File: src/rtl/bitty_pkg.sv
// Shared definitions for the bitty fetch sequencer: state encoding,
// instruction width and the default halt word.
package bitty_pkg;

  localparam int INSTR_W = 16;
  localparam logic [INSTR_W-1:0] HALT_WORD_DEFAULT = 16'hFFFF;

  typedef enum logic [2:0] {
    ST_IDLE    = 3'd0,
    ST_FETCH   = 3'd1,
    ST_CAPTURE = 3'd2,
    ST_EXEC    = 3'd3,
    ST_NEXT    = 3'd4,
    ST_PAUSE   = 3'd5
  } state_e;

endpackage

File: src/rtl/bitty_fetch_sequencer.sv
// Fetches instruction words and hands them one at a time to the bitty control unit.
// Optional single-step pause after every instruction: define BITTY_SINGLE_STEP_EN.
module bitty_fetch_sequencer
  import bitty_pkg::*;
#(
  parameter int                 ADDR_W    = 8,
  parameter logic [INSTR_W-1:0] HALT_WORD = HALT_WORD_DEFAULT
) (
  input  logic               clk,
  input  logic               reset,
  input  logic               start,
  input  logic [ADDR_W-1:0]  start_addr,
  input  logic               halt_req,
`ifdef BITTY_SINGLE_STEP_EN
  input  logic               step,
`endif
  output logic               mem_rd_en,
  output logic [ADDR_W-1:0]  mem_addr,
  input  logic [INSTR_W-1:0] mem_rdata,
  output logic [INSTR_W-1:0] instr,
  output logic               run,
  input  logic               done,
  output logic [ADDR_W-1:0]  pc,
  output logic               busy,
  output logic               halted,
  output logic [15:0]        instr_count
);

  // state | meaning
  // IDLE    | waiting for start; halted tells whether the last run was stopped
  // FETCH   | read strobe to instruction memory at pc
  // CAPTURE | latch read data; halt word returns to IDLE without executing
  // EXEC    | run high, instr stable, wait for done
  // NEXT    | advance pc and count, honour a pending halt
  // PAUSE   | single-step build only: wait for step or halt_req

  state_e              state_q;
  logic [ADDR_W-1:0]   pc_q;
  logic [INSTR_W-1:0]  instr_q;
  logic                run_q;
  logic                rd_en_q;
  logic                halted_q;
  logic                halt_pending_q;
  logic [15:0]         instr_count_q;
  logic [15:0]         instr_count_d;

  assign instr_count_d = (instr_count_q == 16'hFFFF) ? instr_count_q : instr_count_q + 16'd1;

  always_ff @(posedge clk or posedge reset) begin
    if (reset) begin
      state_q        <= ST_IDLE;
      pc_q           <= '0;
      instr_q        <= '0;
      run_q          <= 1'b0;
      rd_en_q        <= 1'b0;
      halted_q       <= 1'b0;
      halt_pending_q <= 1'b0;
      instr_count_q  <= '0;
    end else begin
      rd_en_q <= 1'b0;
      case (state_q)
        ST_IDLE: begin
          if (start) begin
            pc_q           <= start_addr;
            instr_count_q  <= '0;
            halted_q       <= 1'b0;
            halt_pending_q <= 1'b0;
            rd_en_q        <= 1'b1;
            state_q        <= ST_FETCH;
          end
        end
        ST_FETCH: begin
          if (halt_req) halt_pending_q <= 1'b1;
          state_q <= ST_CAPTURE;
        end
        ST_CAPTURE: begin
          instr_q <= mem_rdata;
          if (halt_req) halt_pending_q <= 1'b1;
          if (mem_rdata == HALT_WORD) begin
            halted_q <= 1'b1;
            state_q  <= ST_IDLE;
          end else begin
            run_q   <= 1'b1;
            state_q <= ST_EXEC;
          end
        end
        ST_EXEC: begin
          if (halt_req) halt_pending_q <= 1'b1;
          // run stays high on the done edge so the control unit can return home
          if (done) begin
            run_q   <= 1'b0;
            state_q <= ST_NEXT;
          end
        end
        ST_NEXT: begin
          pc_q          <= pc_q + ADDR_W'(1);
          instr_count_q <= instr_count_d;
          if (halt_pending_q || halt_req) begin
            halted_q       <= 1'b1;
            halt_pending_q <= 1'b0;
            state_q        <= ST_IDLE;
          end else begin
`ifdef BITTY_SINGLE_STEP_EN
            state_q <= ST_PAUSE;
`else
            rd_en_q <= 1'b1;
            state_q <= ST_FETCH;
`endif
          end
        end
`ifdef BITTY_SINGLE_STEP_EN
        ST_PAUSE: begin
          if (halt_req) begin
            halted_q <= 1'b1;
            state_q  <= ST_IDLE;
          end else if (step) begin
            rd_en_q <= 1'b1;
            state_q <= ST_FETCH;
          end
        end
`endif
        default: state_q <= ST_IDLE;
      endcase
    end
  end

  assign mem_rd_en   = rd_en_q;
  assign mem_addr    = pc_q;
  assign pc          = pc_q;
  assign instr       = instr_q;
  assign run         = run_q;
  assign busy        = (state_q != ST_IDLE);
  assign halted      = halted_q;
  assign instr_count = instr_count_q;

endmodule

File: config.mk
export PLATFORM = sky130hd
export DESIGN_NAME = bitty_fetch_sequencer
export DESIGN_NICKNAME = d
export VERILOG_FILES = /design/src/rtl/bitty_pkg.sv /design/src/rtl/bitty_fetch_sequencer.sv
export SDC_FILE = /design/constraint.sdc
export NUM_CORES = 1
export LEC_CHECK = 0
export ABC_AREA = 0
export CELL_PAD_IN_SITES_DETAIL_PLACEMENT = 0
export CELL_PAD_IN_SITES_GLOBAL_PLACEMENT = 1
export CORE_ASPECT_RATIO = 1.1
export CORE_MARGIN = 2
export CORE_UTILIZATION = 34
export CTS_CLUSTER_DIAMETER = 120
export DETAILED_ROUTE_END_ITERATION = 10
export PLACE_DENSITY_LB_ADDON = 0.1
export SLEW_MARGIN = 0
export SYNTH_ARGS = -nofsm -noshare
export SYNTH_HDL_FRONTEND = slang
export SYNTH_SLANG_ARGS = --single-unit
File: constraint.sdc
create_clock -name clk -period 2.3 [get_ports clk]
set_input_delay 0.46 -clock clk [delete_from_list [all_inputs] [get_ports clk]]
set_output_delay 0.46 -clock clk [all_outputs]
set_load 0.005 [all_outputs]
---- Yosys cells after proc, flatten, opt, wreduce, memory -nomap -nowiden ----
Cells that the tools add are included.
storage, ports and cells
  flip-flop bits (word level) ............. 47
  latch bits .............................. 0
  RAM bits ................................ 0
  bits in read-only memories .............. 0
  input port bits ......................... 29
  output and inout bits ................... 52
  logic and storage cells ................. 60
  memories kept ........................... 0
cells by class
  $add $sub $neg .......................... 2
  multipliers ............................. 0
  div/mod/pow operators ................... 0
  order comparisons ....................... 0
  equal/unequal tests ..................... 13
  shift operators ......................... 0
  multiplexer cells ....................... 23
  bitwise logic cells ..................... 0
  reductions and logical operators ........ 14
operator list
  operator                                                                count
  16-bit equality test (second input constant)                            2
  16-bit 2-to-1 mux                                                       2
  16-bit one-hot mux with 2 select lines                                  1
  16-bit by 1-bit adder with 16-bit output (second input constant)        1
  8-bit one-hot mux with 2 select lines                                   1
  3-bit one-hot mux with 5 select lines                                   1
  2-bit inequality test (second input constant)                           6
  1-bit 2-to-1 mux                                                        10
  3-bit nonzero test                                                      3
  8-bit by 1-bit adder with 8-bit output (second input constant)          1
  8-bit 2-to-1 mux                                                        1
  4-bit AND reduction                                                     2
  3-bit by 2-bit equality test with 1-bit output (second input constant)  2
  3-bit 2-to-1 mux                                                        2
  1-bit one-hot mux with 3 select lines                                   2
  3-bit AND reduction                                                     2
  1-bit one-hot mux with 2 select lines                                   2
  2-bit AND reduction                                                     2
  2-bit nonzero test                                                      2
  3-bit by 1-bit equality test with 1-bit output (second input constant)  1
  3-bit equality test (second input constant)                             1
  3-bit zero test                                                         1
  3-bit OR reduction                                                      1
  2-bit 2-to-1 mux                                                        1
  other kinds (2)                                                         2

---- Depth between registers and ports, before layout ----
  depth in word-level cells ............... 4
  depth in mapped cells ................... 7
  depth with buffers taken out ............ 5

---- Worst setup path before layout ----
OpenSTA, ideal clock, no wires.
  path type ............................... input port to flip-flop
  start ................................... in start
  end ..................................... reg instr_count_q[0], in the netlist instr_count[0]
  arrival time ............................ 1714 ps
  required time ........................... 2175 ps
  setup slack ............................. 461 ps
  cell stages on the path ................. 6
  path through ............................ buf_2 nor4b_4 nor4_2 buf_2 a21oi_1 mux2_2
on the way
  cells in the longest elaborated chain, start to end .. 2
ends and longest elaborated chain
  what                                    line                         source
  from (decl)                             bitty_fetch_sequencer.sv:11  input logic start,
  2-bit inequality test (no source line)  -
  3-bit AND reduction (no source line)    -
  to (signal assigned)                    bitty_fetch_sequencer.sv:97  instr_count_q <= instr_count_d;
  to (decl)                               bitty_fetch_sequencer.sv:44  logic [15:0] instr_count_q;
Every way passes these cells.
A chain may end at the register's enable or synchronous reset.

---- Worst setup path after layout ----
  start ................................... reg state_q[1]
  end ..................................... out busy
on the way
  cells in the longest elaborated chain, start to end .. 1
ends and longest elaborated chain
  what                    line                          source
  from (decl)             bitty_fetch_sequencer.sv:37   state_e state_q;
  from (signal assigned)  bitty_fetch_sequencer.sv:51   state_q <= ST_IDLE;
  from (signal assigned)  bitty_fetch_sequencer.sv:69   state_q <= ST_FETCH;
  from (signal assigned)  bitty_fetch_sequencer.sv:74   state_q <= ST_CAPTURE;
  3-bit nonzero test      bitty_fetch_sequencer.sv:132  assign busy = (state_q != ST_IDLE);
  to (decl)               bitty_fetch_sequencer.sv:24   output logic busy,
Every way passes these cells.

==> flow_metrics.py <==
metrics = {
    "run_status": {
        "status": "complete, no violations",
    },
    "yosys": {
        "synthTopCellsByArea": "dfrtp_1 (48%), mux2_2 (7.8%), a21oi_1 (4.3%)",
        "synth.net_count": 273,
        "async_flop_share_pct": 100.0,
        "synth_cells": 242,
        "synthMostInstantiatedCell": "dfrtp_1",
        "ys_seq_area_share_pct": 47.79,
        "synth_ff_type": "dfrtp_1",
        "synth_top_area_share_pct": 47.79,
        "yosysUniqueCellTypes": 44,
        "synth_common_cells": "dfrtp_1 (47), nand2_1 (24), a21oi_1 (21)",
        "syn_area_um2": 2461,
        "synth-seq-cells": 47,
        "ys_warn_count": 0,
        "yosys.area.top_type": "dfrtp_1",
        "avgSynthCellArea_um2": 10.17,
        "synth_edf_count": 0,
    },
    "cts": {
        "root_buffer": "clkbuf_8",
        "cts_tree": "yes",
        "cts_hold_buf": 0,
        "cts_resized": 0,
        "clock_sinks": 47,
        "worstSkewPairLatency_ps": 300,
        "clock_path_buffers": 2,
        "clk_pin_slew_worst_paths_ps": 90,
        "htreeDepth": 2,
        "post_cts.repair.setup_buffers": 0,
        "cts_buffers": 5,
    },
    "timing": {
        "slew_viol_final": 0,
        "fin_tns_setup_ps": 0,
        "rsz0062_at_grt": "no",
        "layout_setup_ws_ps": 197.6,
        "period_minus_slack_ps": 2102,
        "fmax_mhz": 475.6,
        "max_slew_margin_pct": 62.11,
        "worstMarginPinSlew_ps": 567.1,
        "skew_ps": 5.892,
        "post-route-period-util_pct": 91.41,
        "setup_viol": 0,
        "finalHoldViolCount": 0,
    },
    "placed_design": {
        "dp_hpwl_um": 4575,
        "gp_congestion": 0.7406,
        "dp_slack_ps": 33.56,
        "numPortBuffers": 80,
    },
    "detailed_routing": {
        "first_pass_iters": 4,
        "routedWlPerCell_um": 15.24,
        "drt_iter0_markers": 102,
        "drtAntennaViolNets": 0,
        "wirelength_um": 6277,
        "via_per_inst": 5.274,
        "drc": 0,
        "via_count": 2173,
    },
    "grt": {
        "track_usage_pct": 16.48,
        "overflow": 0,
        "grt_pass1_vias": 2169,
        "grt_pass1_wl_um": 10420,
        "antenna_found_initial": 0,
        "grt_max_degree": 48,
    },
    "setup_path": {
        "cp_slowest_cell": "dfrtp_1",
        "arrival_ps": 1640,
        "cp-start-kind": "flop",
        "crit_fanout": 8,
        "worstPathRequired_ps": 1840,
        "cp_cell_sequence": "or3_1, clkdlybuf4s50_1",
        "crit_path_end_kind": "output pin",
        "critical_path.top_delay_family": "flip-flops",
        "crit_type": "flop to output pin",
        "path_buf_inv": 1,
        "critPathMaxStageDelay_ps": 480,
    },
    "floorplanning": {
        "die-area_um2": 7936,
        "die_h_um": 93.23,
        "ios": 81,
        "core-area_um2": 7007,
        "die_x_um": 85.12,
        "initial_core_util_pct": 35.12,
        "rows": 32,
    },
    "hold_path": {
        "hold_path_class": "input pin to asynchronous set/reset pin",
    },
    "power": {
        "p_leak_nw": 1.443,
        "vdd_ir_drop_max_uv": 537.1,
        "p_per_area_nw_per_um2": 1071,
    },
    "run": {
        "drv_cap": 0,
    },
    "layout": {
        "drive_above_1_share_pct": 17.74,
        "fill_cells": 659,
        "antenna_cells": 0,
        "area_growth_pct": 43.21,
        "nNetsFinal": 357,
    },
}
[flip-flops by register name, summed over array words and instances, names as in the netlist]
name	count
instr	16
instr_count	16
mem_addr	8
state_q	3
halt_pending_q	1
halted	1
mem_rd_en	1
run	1
[cell families after synthesis]
kind of cell / Yosys count / share of synthesized area, %
multiplexers: 25 / 11.03
adder cells (fa/ha/maj): 2 / 1.017
AO/OA/AOI/OAI: 49 / 12.40
flip-flops: 47 / 47.79
buffers and inverters: 26 / 5.795
AND/OR/NAND/NOR: 93 / 21.96
[where the power goes]
group          internal, mW  leakage, nW  switching (mW)  total, mW
Combinational          1.05        0.793           0.635       1.69
Clock                 0.434       0.0644           0.298      0.732
Sequential             1.10        0.585           0.254       1.35
[worst reg2reg max path, delay by kind of cell (launching register included)]
| family | cells | cell delay (ps) |
|---|---|---|
| flops | 1 | 440 |
| simple gates | 3 | 1260 |
| compound gates | 1 | 170 |
[layout by cell type, fill, tap and decap left out, types with 8 or more instances in the layout]
cell type         n
a21oi_1          21
buf_4            16
clkdlybuf4s50_1  80
dfrtp_1          47
mux2_2           17
mux2i_1           8
nand2_1          24
nand3_1           9
nand4_1          11
nor2_1           11
or2_2            10
[layer usage]
layer  track usage [%]  routed length [um]  share of wire (%)  vias up
li1                  -                   -                  -     1053
met1             20.98                2868                 46     1058
met2             27.47                2961                 47       56
met3             4.678                 375                6.0        6
met4             4.365                  72                1.1        0
met5                 0                   0                  0        -
[worst paths after layout]
| check | from | cells after the start | to | slack [ps] |
|---|---|---|---|---|
| min in group clk | instr[6] | 1 | instr[6] | 510 |
| max in group asynchronous | reset | 3 | run | 1570 |
| worst max-delay path | state_q[1] | 2 | busy | 200 |
| worst min-delay path | reset | 3 | instr[14] | 490 |
| worst min register to register | instr[6] | 1 | instr[6] | 510 |
| worst max register to register | instr_count[3] | 4 | instr_count[10] | 350 |
[per-stage QoR]
step	util, %	instance area (um2)	power, mW	std cells	hold slack [ps]
after floorplan	-	2461	2.219	242	464.4
after global placement	48.36	3388	3.059	404	482.9
after detailed placement	48.36	3388	3.076	404	494.5
after CTS	50.30	3525	3.813	412	516.4
after global routing	50.30	3525	4.036	412	532.7
final	50.30	3525	3.773	412	494.4
[final cells by class]
| cell class | instances | area, um2 | share of cell area (%) |
|---|---|---|---|
| Clock buffer | 5 | 68.82 | 1.952 |
| Clock inverter | 3 | 67.56 | 1.917 |
| Inverter | 6 | 22.52 | 0.6390 |
| Multi-Input combinational cell | 169 | 1142 | 32.41 |
| Sequential cell | 47 | 1176 | 33.37 |
| Tap cell | 85 | 106.4 | 3.017 |
| Timing Repair Buffer | 97 | 940.9 | 26.70 |
Power figures use the tool's default switching activity.
==> RTL edit 1, RTL diff (same settings) <==
Encoding of `state_e`: now one-hot (6 bits for 6 states).
--- a/src/rtl/bitty_pkg.sv
+++ b/src/rtl/bitty_pkg.sv
@@ -5,13 +5,13 @@
   localparam int INSTR_W = 16;
   localparam logic [INSTR_W-1:0] HALT_WORD_DEFAULT = 16'hFFFF;
 
-  typedef enum logic [2:0] {
-    ST_IDLE    = 3'd0,
-    ST_FETCH   = 3'd1,
-    ST_CAPTURE = 3'd2,
-    ST_EXEC    = 3'd3,
-    ST_NEXT    = 3'd4,
-    ST_PAUSE   = 3'd5
+  typedef enum logic [5:0] {
+    ST_IDLE    = 6'b000001,
+    ST_FETCH   = 6'b000010,
+    ST_CAPTURE = 6'b000100,
+    ST_EXEC    = 6'b001000,
+    ST_NEXT    = 6'b010000,
+    ST_PAUSE   = 6'b100000
   } state_e;
 
 endpackage
Formal check against the unedited RTL: same outputs for any inputs over 10 cycles, from zero or initial values and one cycle with reset high; not proved beyond that.
==> RTL edit 1 against the unedited design <==
- global-route usage about the same
- final cell count shrank 0.49%
- routed wire length is 0.88% higher
- final area up 0.28%
- sequential cell count is 2 higher
- worst setup slack got worse by 0.085 ns
- area after synthesis down 0.36%
- total power is 1.6% lower
- clock skew fell by 0.0016 ns
- largest power group unchanged
- sequential share of layout area grew 1.4 points
==> RTL edit 1: results (changes against the unedited design) <==
----------------------------------------------------
[Synthesis]
  Synthesized Nets ... 271 (was 273)
  Mux cell area share after synthesis ... 0.0944 (was 0.110)
  Number of unique standard cell types used by synthesis ... 38 (was 44)
  Adder-cell area share of the yosys netlist ... 0.0102 (about the same)
  Top cells by area, synth ... sky130_fd_sc_hd__dfrtp_1 49%, sky130_fd_sc_hd__mux2_2 7.8%, sky130_fd_sc_hd__a21oi_1 4.1% (was sky130_fd_sc_hd__dfrtp_1 48%, sky130_fd_sc_hd__mux2_2 7.8%, sky130_fd_sc_hd__a21oi_1 4.3%)
  Share of the synthesized netlist area taken by xor and xnor gates ... 0.00357 (was 0)

[Cells and area]
  Clock-cell share ... 0.0389 (was 0.0387)
  Multi-Input Combinational ... 166 (was 169)
  Number of nets in the layout ... 355 (was 357)
  Layout cells sized above 1 ... 0.163 (was 0.177)
  Combined area of the multi-input logic cells ... 0.00111 mm2 (was 0.00114 mm2)
  Sequential cell area in the final layout ... 0.00123 mm2 (was 0.00118 mm2)
  Filler Cell Count ... 643 (was 659)
  Proportion of final cell area spent on non-clock buffers ... 0.260 (was 0.267)

[Worst setup path]
  Crit path largest cell delay ... 0.46 ns (was 0.48 ns)
  R2R setup slack ... 0.18 ns (was 0.35 ns)
  Data arrival time of the worst path ... 1.73 ns (was 1.64 ns)
  Source of the worst register-to-register timing path ... state_q[2] (was instr_count[3])
  Library cell contributing the largest single delay on the critical path ... sky130_fd_sc_hd__clkdlybuf4s50_1 (was sky130_fd_sc_hd__dfrtp_1)

[Global routing]
  Global routing usage summed across all routing layers ... 0.165 (about the same)

[Drt]
  Post-detailed-route wirelength per cell ... 15.4 um (was 15.2 um)
  Total Wirelength ... 6330 um (was 6280 um)
  DRC violation total after the first TritonRoute iteration ... 119 (was 102)
  Via count of the routed design ... 2195 (was 2173)

[STA]
  Max-slew headroom at the worst pin ... 0.636 (was 0.621)
  Max Clock Skew ... 0.00433 ns (was 0.00589 ns)

[Placed design]
  Total half-perimeter wirelength after legalization and detailed placement ... 4450 um (was 4570 um)
  Final Wtd Congestion ... 0.749 (was 0.741)

[Status]
  Result of the run ... finished, final reports clean (unchanged)

[Clock tree]
  Number of clock sinks seen by CTS ... 49 (was 47)

[Power and ir drop]
  Reported leakage power ... 1.38 nW (was 1.44 nW)

----------------------------------------------------
[RTL edit 1: repair_timing]
item                                    4_1_cts  5_1_grt
endpoints found under the setup margin        0        2
setup buffers                                 0        4
resized for setup                             0        2
[RTL edit 1: report_power, final]
part	switching, W	internal, W	leakage [nW]
registers	0.000223	0.00114	0.613
logic	0.000583	0.00102	0.699
clock network	0.000310	0.000438	0.0687
[RTL edit 1: per-layer routing]
layer | track usage | vias up | part of all wire
met5 | 0 | - | 0
met4 | 0.0556 | 0 | 0.012
met3 | 0.0406 | 6 | 0.058
met2 | 0.271 | 68 | 0.48
met1 | 0.211 | 1053 | 0.45
li1 | - | 1068 | -
[RTL edit 1: per-stage QoR]
step           utilization  area (um2)  setup WS (ns)  power, W
6_report             0.504        3530          0.113   0.00371
5_1_grt              0.504        3530         0.0106   0.00398
4_1_cts              0.499        3500        0.00113   0.00369
3_5_place_dp         0.479        3360          0.111   0.00292
3_3_place_gp         0.479        3360          0.157   0.00291
2_1_floorplan            -        2450          0.219   0.00210
==> RTL edit 2, RTL diff (config.mk and constraints unchanged) <==
Made on the original files. Change the package constant `INSTR_W` from 16 to 32.
--- a/src/rtl/bitty_pkg.sv
+++ b/src/rtl/bitty_pkg.sv
@@ -2,7 +2,7 @@
 // instruction width and the default halt word.
 package bitty_pkg;
 
-  localparam int INSTR_W = 16;
+  localparam int INSTR_W = 32;
   localparam logic [INSTR_W-1:0] HALT_WORD_DEFAULT = 16'hFFFF;
 
   typedef enum logic [2:0] {
Ports: changed (resized instr and mem_rdata); port bits go from 81 to 113. The function was not compared with the original's and may differ.
==> RTL edit 2 against the unedited design <==
- fmax down 4.1%
- sequential cell count up 16
- first-iteration DRC count down 30%
- routed wire length up 18%
- total power up 38%
- worst setup slack worse by 0.089 ns
- final area up 25%
- core utilization up 2.0 points
- area after synthesis up 21%
- largest power group unchanged
- highest routed layer unchanged
==> RTL edit 2: results (changes against the unedited design) <==
----------------------------------------------------
[Synthesis]
  Synth cell count leaders ... 63 x sky130_fd_sc_hd__dfrtp_1, 32 x sky130_fd_sc_hd__mux2_2, 20 x sky130_fd_sc_hd__nand2_1 (was 47 x sky130_fd_sc_hd__dfrtp_1, 24 x sky130_fd_sc_hd__nand2_1, 21 x sky130_fd_sc_hd__a21oi_1)
  Top cells by area, synth ... sky130_fd_sc_hd__dfrtp_1 53%, sky130_fd_sc_hd__mux2_2 12%, sky130_fd_sc_hd__mux2i_1 3.0% (was sky130_fd_sc_hd__dfrtp_1 48%, sky130_fd_sc_hd__mux2_2 7.8%, sky130_fd_sc_hd__a21oi_1 4.3%)
  Number of unique standard cell types used by synthesis ... 42 (was 44)
  Proportion of synthesized chip area in sequential cells ... 0.530 (was 0.478)

[Global routing]
  Global routing usage summed across all routing layers ... 0.167 (was 0.165)
  First-pass GRT wire length ... 12400 um (was 10400 um)
  Largest net degree at the start of global routing ... 64 (was 48)
  Via count of the first global-routing pass ... 2593 (was 2169)

[Placed design]
  Count of placed standard cells including taps ... 481 (was 404)
  Final Wtd Congestion ... 0.788 (was 0.741)
  Total half-perimeter wirelength after legalization and detailed placement ... 5240 um (was 4570 um)
  Minimum setup slack after placement ... 0.0654 ns (was 0.0336 ns)
  Count of input and output buffers ... 112 (was 80)

[Clock tree]
  Total clock buffers created by CTS ... 9 (was 5)
  Number of H-tree levels ... 3 (was 2)
  Insertion delay to the later sink of the worst-skew pair ... 0.33 ns (was 0.30 ns)
  CTS clock-pin slew for the worst setup and hold paths ... 0.07 ns (was 0.09 ns)

[Cells and area]
  Number of nets in the layout ... 428 (was 357)
  Layout cells sized above 1 ... 0.174 (was 0.177)
  Final Instance Count excl. Fillers ... 495 (was 412)
  Filler Cell Count ... 790 (was 659)

[Power and ir drop]
  Reported leakage power ... 1.77 nW (was 1.44 nW)

[STA]
  Fin crit period ... 2.19 ns (was 2.10 ns)
  Max-slew headroom at the worst pin ... 0.670 (was 0.621)
  Max Clock Skew ... 0.00929 ns (was 0.00589 ns)

[Drt]
  DRC violation total after the first TritonRoute iteration ... 71 (was 102)
  Total Wirelength ... 7420 um (was 6280 um)
  Detail-routed via count per cell ... 5.03 (was 5.27)

[Worst setup path]
  Source of the worst register-to-register timing path ... state_q[0] (was instr_count[3])
  Crit path largest cell delay ... 0.45 ns (was 0.48 ns)
  Crit path max fanout ... 10 (was 8)
  Library cell contributing the largest single delay on the critical path ... sky130_fd_sc_hd__clkdlybuf4s50_1 (was sky130_fd_sc_hd__dfrtp_1)
  Data arrival time of the worst path ... 1.73 ns (was 1.64 ns)
  R2R setup slack ... 0.14 ns (was 0.35 ns)

[Status]
  Result of the run ... finished, final reports clean (unchanged)

[Hold path]
  Class of the tightest hold or removal check ... flip-flop to flip-flop (was primary input to async pin)

----------------------------------------------------
RTL edit 2: cell types whose count changed after synthesis, sizes merged, moves of 5 or more:
cell,delta
dfrtp,+16
mux2,+15
a21oi,-11
or2,-7
nor2,+6
o22ai,-5
RTL edit 2: area by class of cell:
class / count / area, um2 / share of cell area
Tap cell: 111 / 139 / 0.0314
Inverter: 6 / 22.5 / 0.00510
Multi-Input combinational cell: 176 / 1250 / 0.284
Sequential cell: 63 / 1580 / 0.357
Timing Repair Buffer: 125 / 1240 / 0.281
Clock buffer: 14 / 183 / 0.0413
RTL edit 2: metrics by stage:
| step | util | hold WS (ns) | instance area, um2 | power [W] |
|---|---|---|---|---|
| after detailed placement | 0.501 | 0.494 | 4240 | 0.00436 |
| after global routing | 0.523 | 0.521 | 4420 | 0.00562 |
| after floorplan | - | 0.479 | 2970 | 0.00304 |
| after CTS | 0.523 | 0.510 | 4420 | 0.00531 |
| after global placement | 0.501 | 0.490 | 4240 | 0.00433 |
| final | 0.523 | 0.505 | 4420 | 0.00522 |
RTL edit 2: power by group:
part / internal (W) / switching, W / leakage, nW
clock network: 0.000499 / 0.000405 / 0.0946
logic: 0.00157 / 0.000795 / 0.914
registers: 0.00158 / 0.000370 / 0.766
RTL edit 2: critical path, delay by kind of cell (launching register included):
family / cells / cell delay [ns]
buf+inv: 2 / 0.62
simple gates: 1 / 0.39
flops: 1 / 0.38
RTL edit 2: cells by family (layout without fill, tap and decap cells):
family                     Yosys count  count (layout)  synth area share
buffers and inverters               27             145            0.0484
AOI/OAI and AO/OA                   44              44             0.103
adders and majority gates            2               2           0.00842
DFF                                 63              63             0.530
and+or+nand+nor                     89              89             0.159
muxes                               41              41             0.152
RTL edit 2: final timing paths:
path / endpoint / depth (start not counted)
worst min-delay path: instr[21] / 1
max in group asynchronous: instr[26] / 3
min in group asynchronous: instr_count[4] / 3
worst min register to register: instr[21] / 1
worst max register to register: instr_count[13] / 4
worst max-delay path: busy / 3
RTL edit 2: per-layer routing:
| metal | global-route usage | vias to the layer above | share of wire |
|---|---|---|---|
| met5 | 0 | - | 0 |
| met3 | 0.0546 | 10 | 0.079 |
| met2 | 0.263 | 78 | 0.47 |
| met4 | 0.0713 | 0 | 0.014 |
| li1 | - | 1212 | - |
| met1 | 0.212 | 1190 | 0.44 |
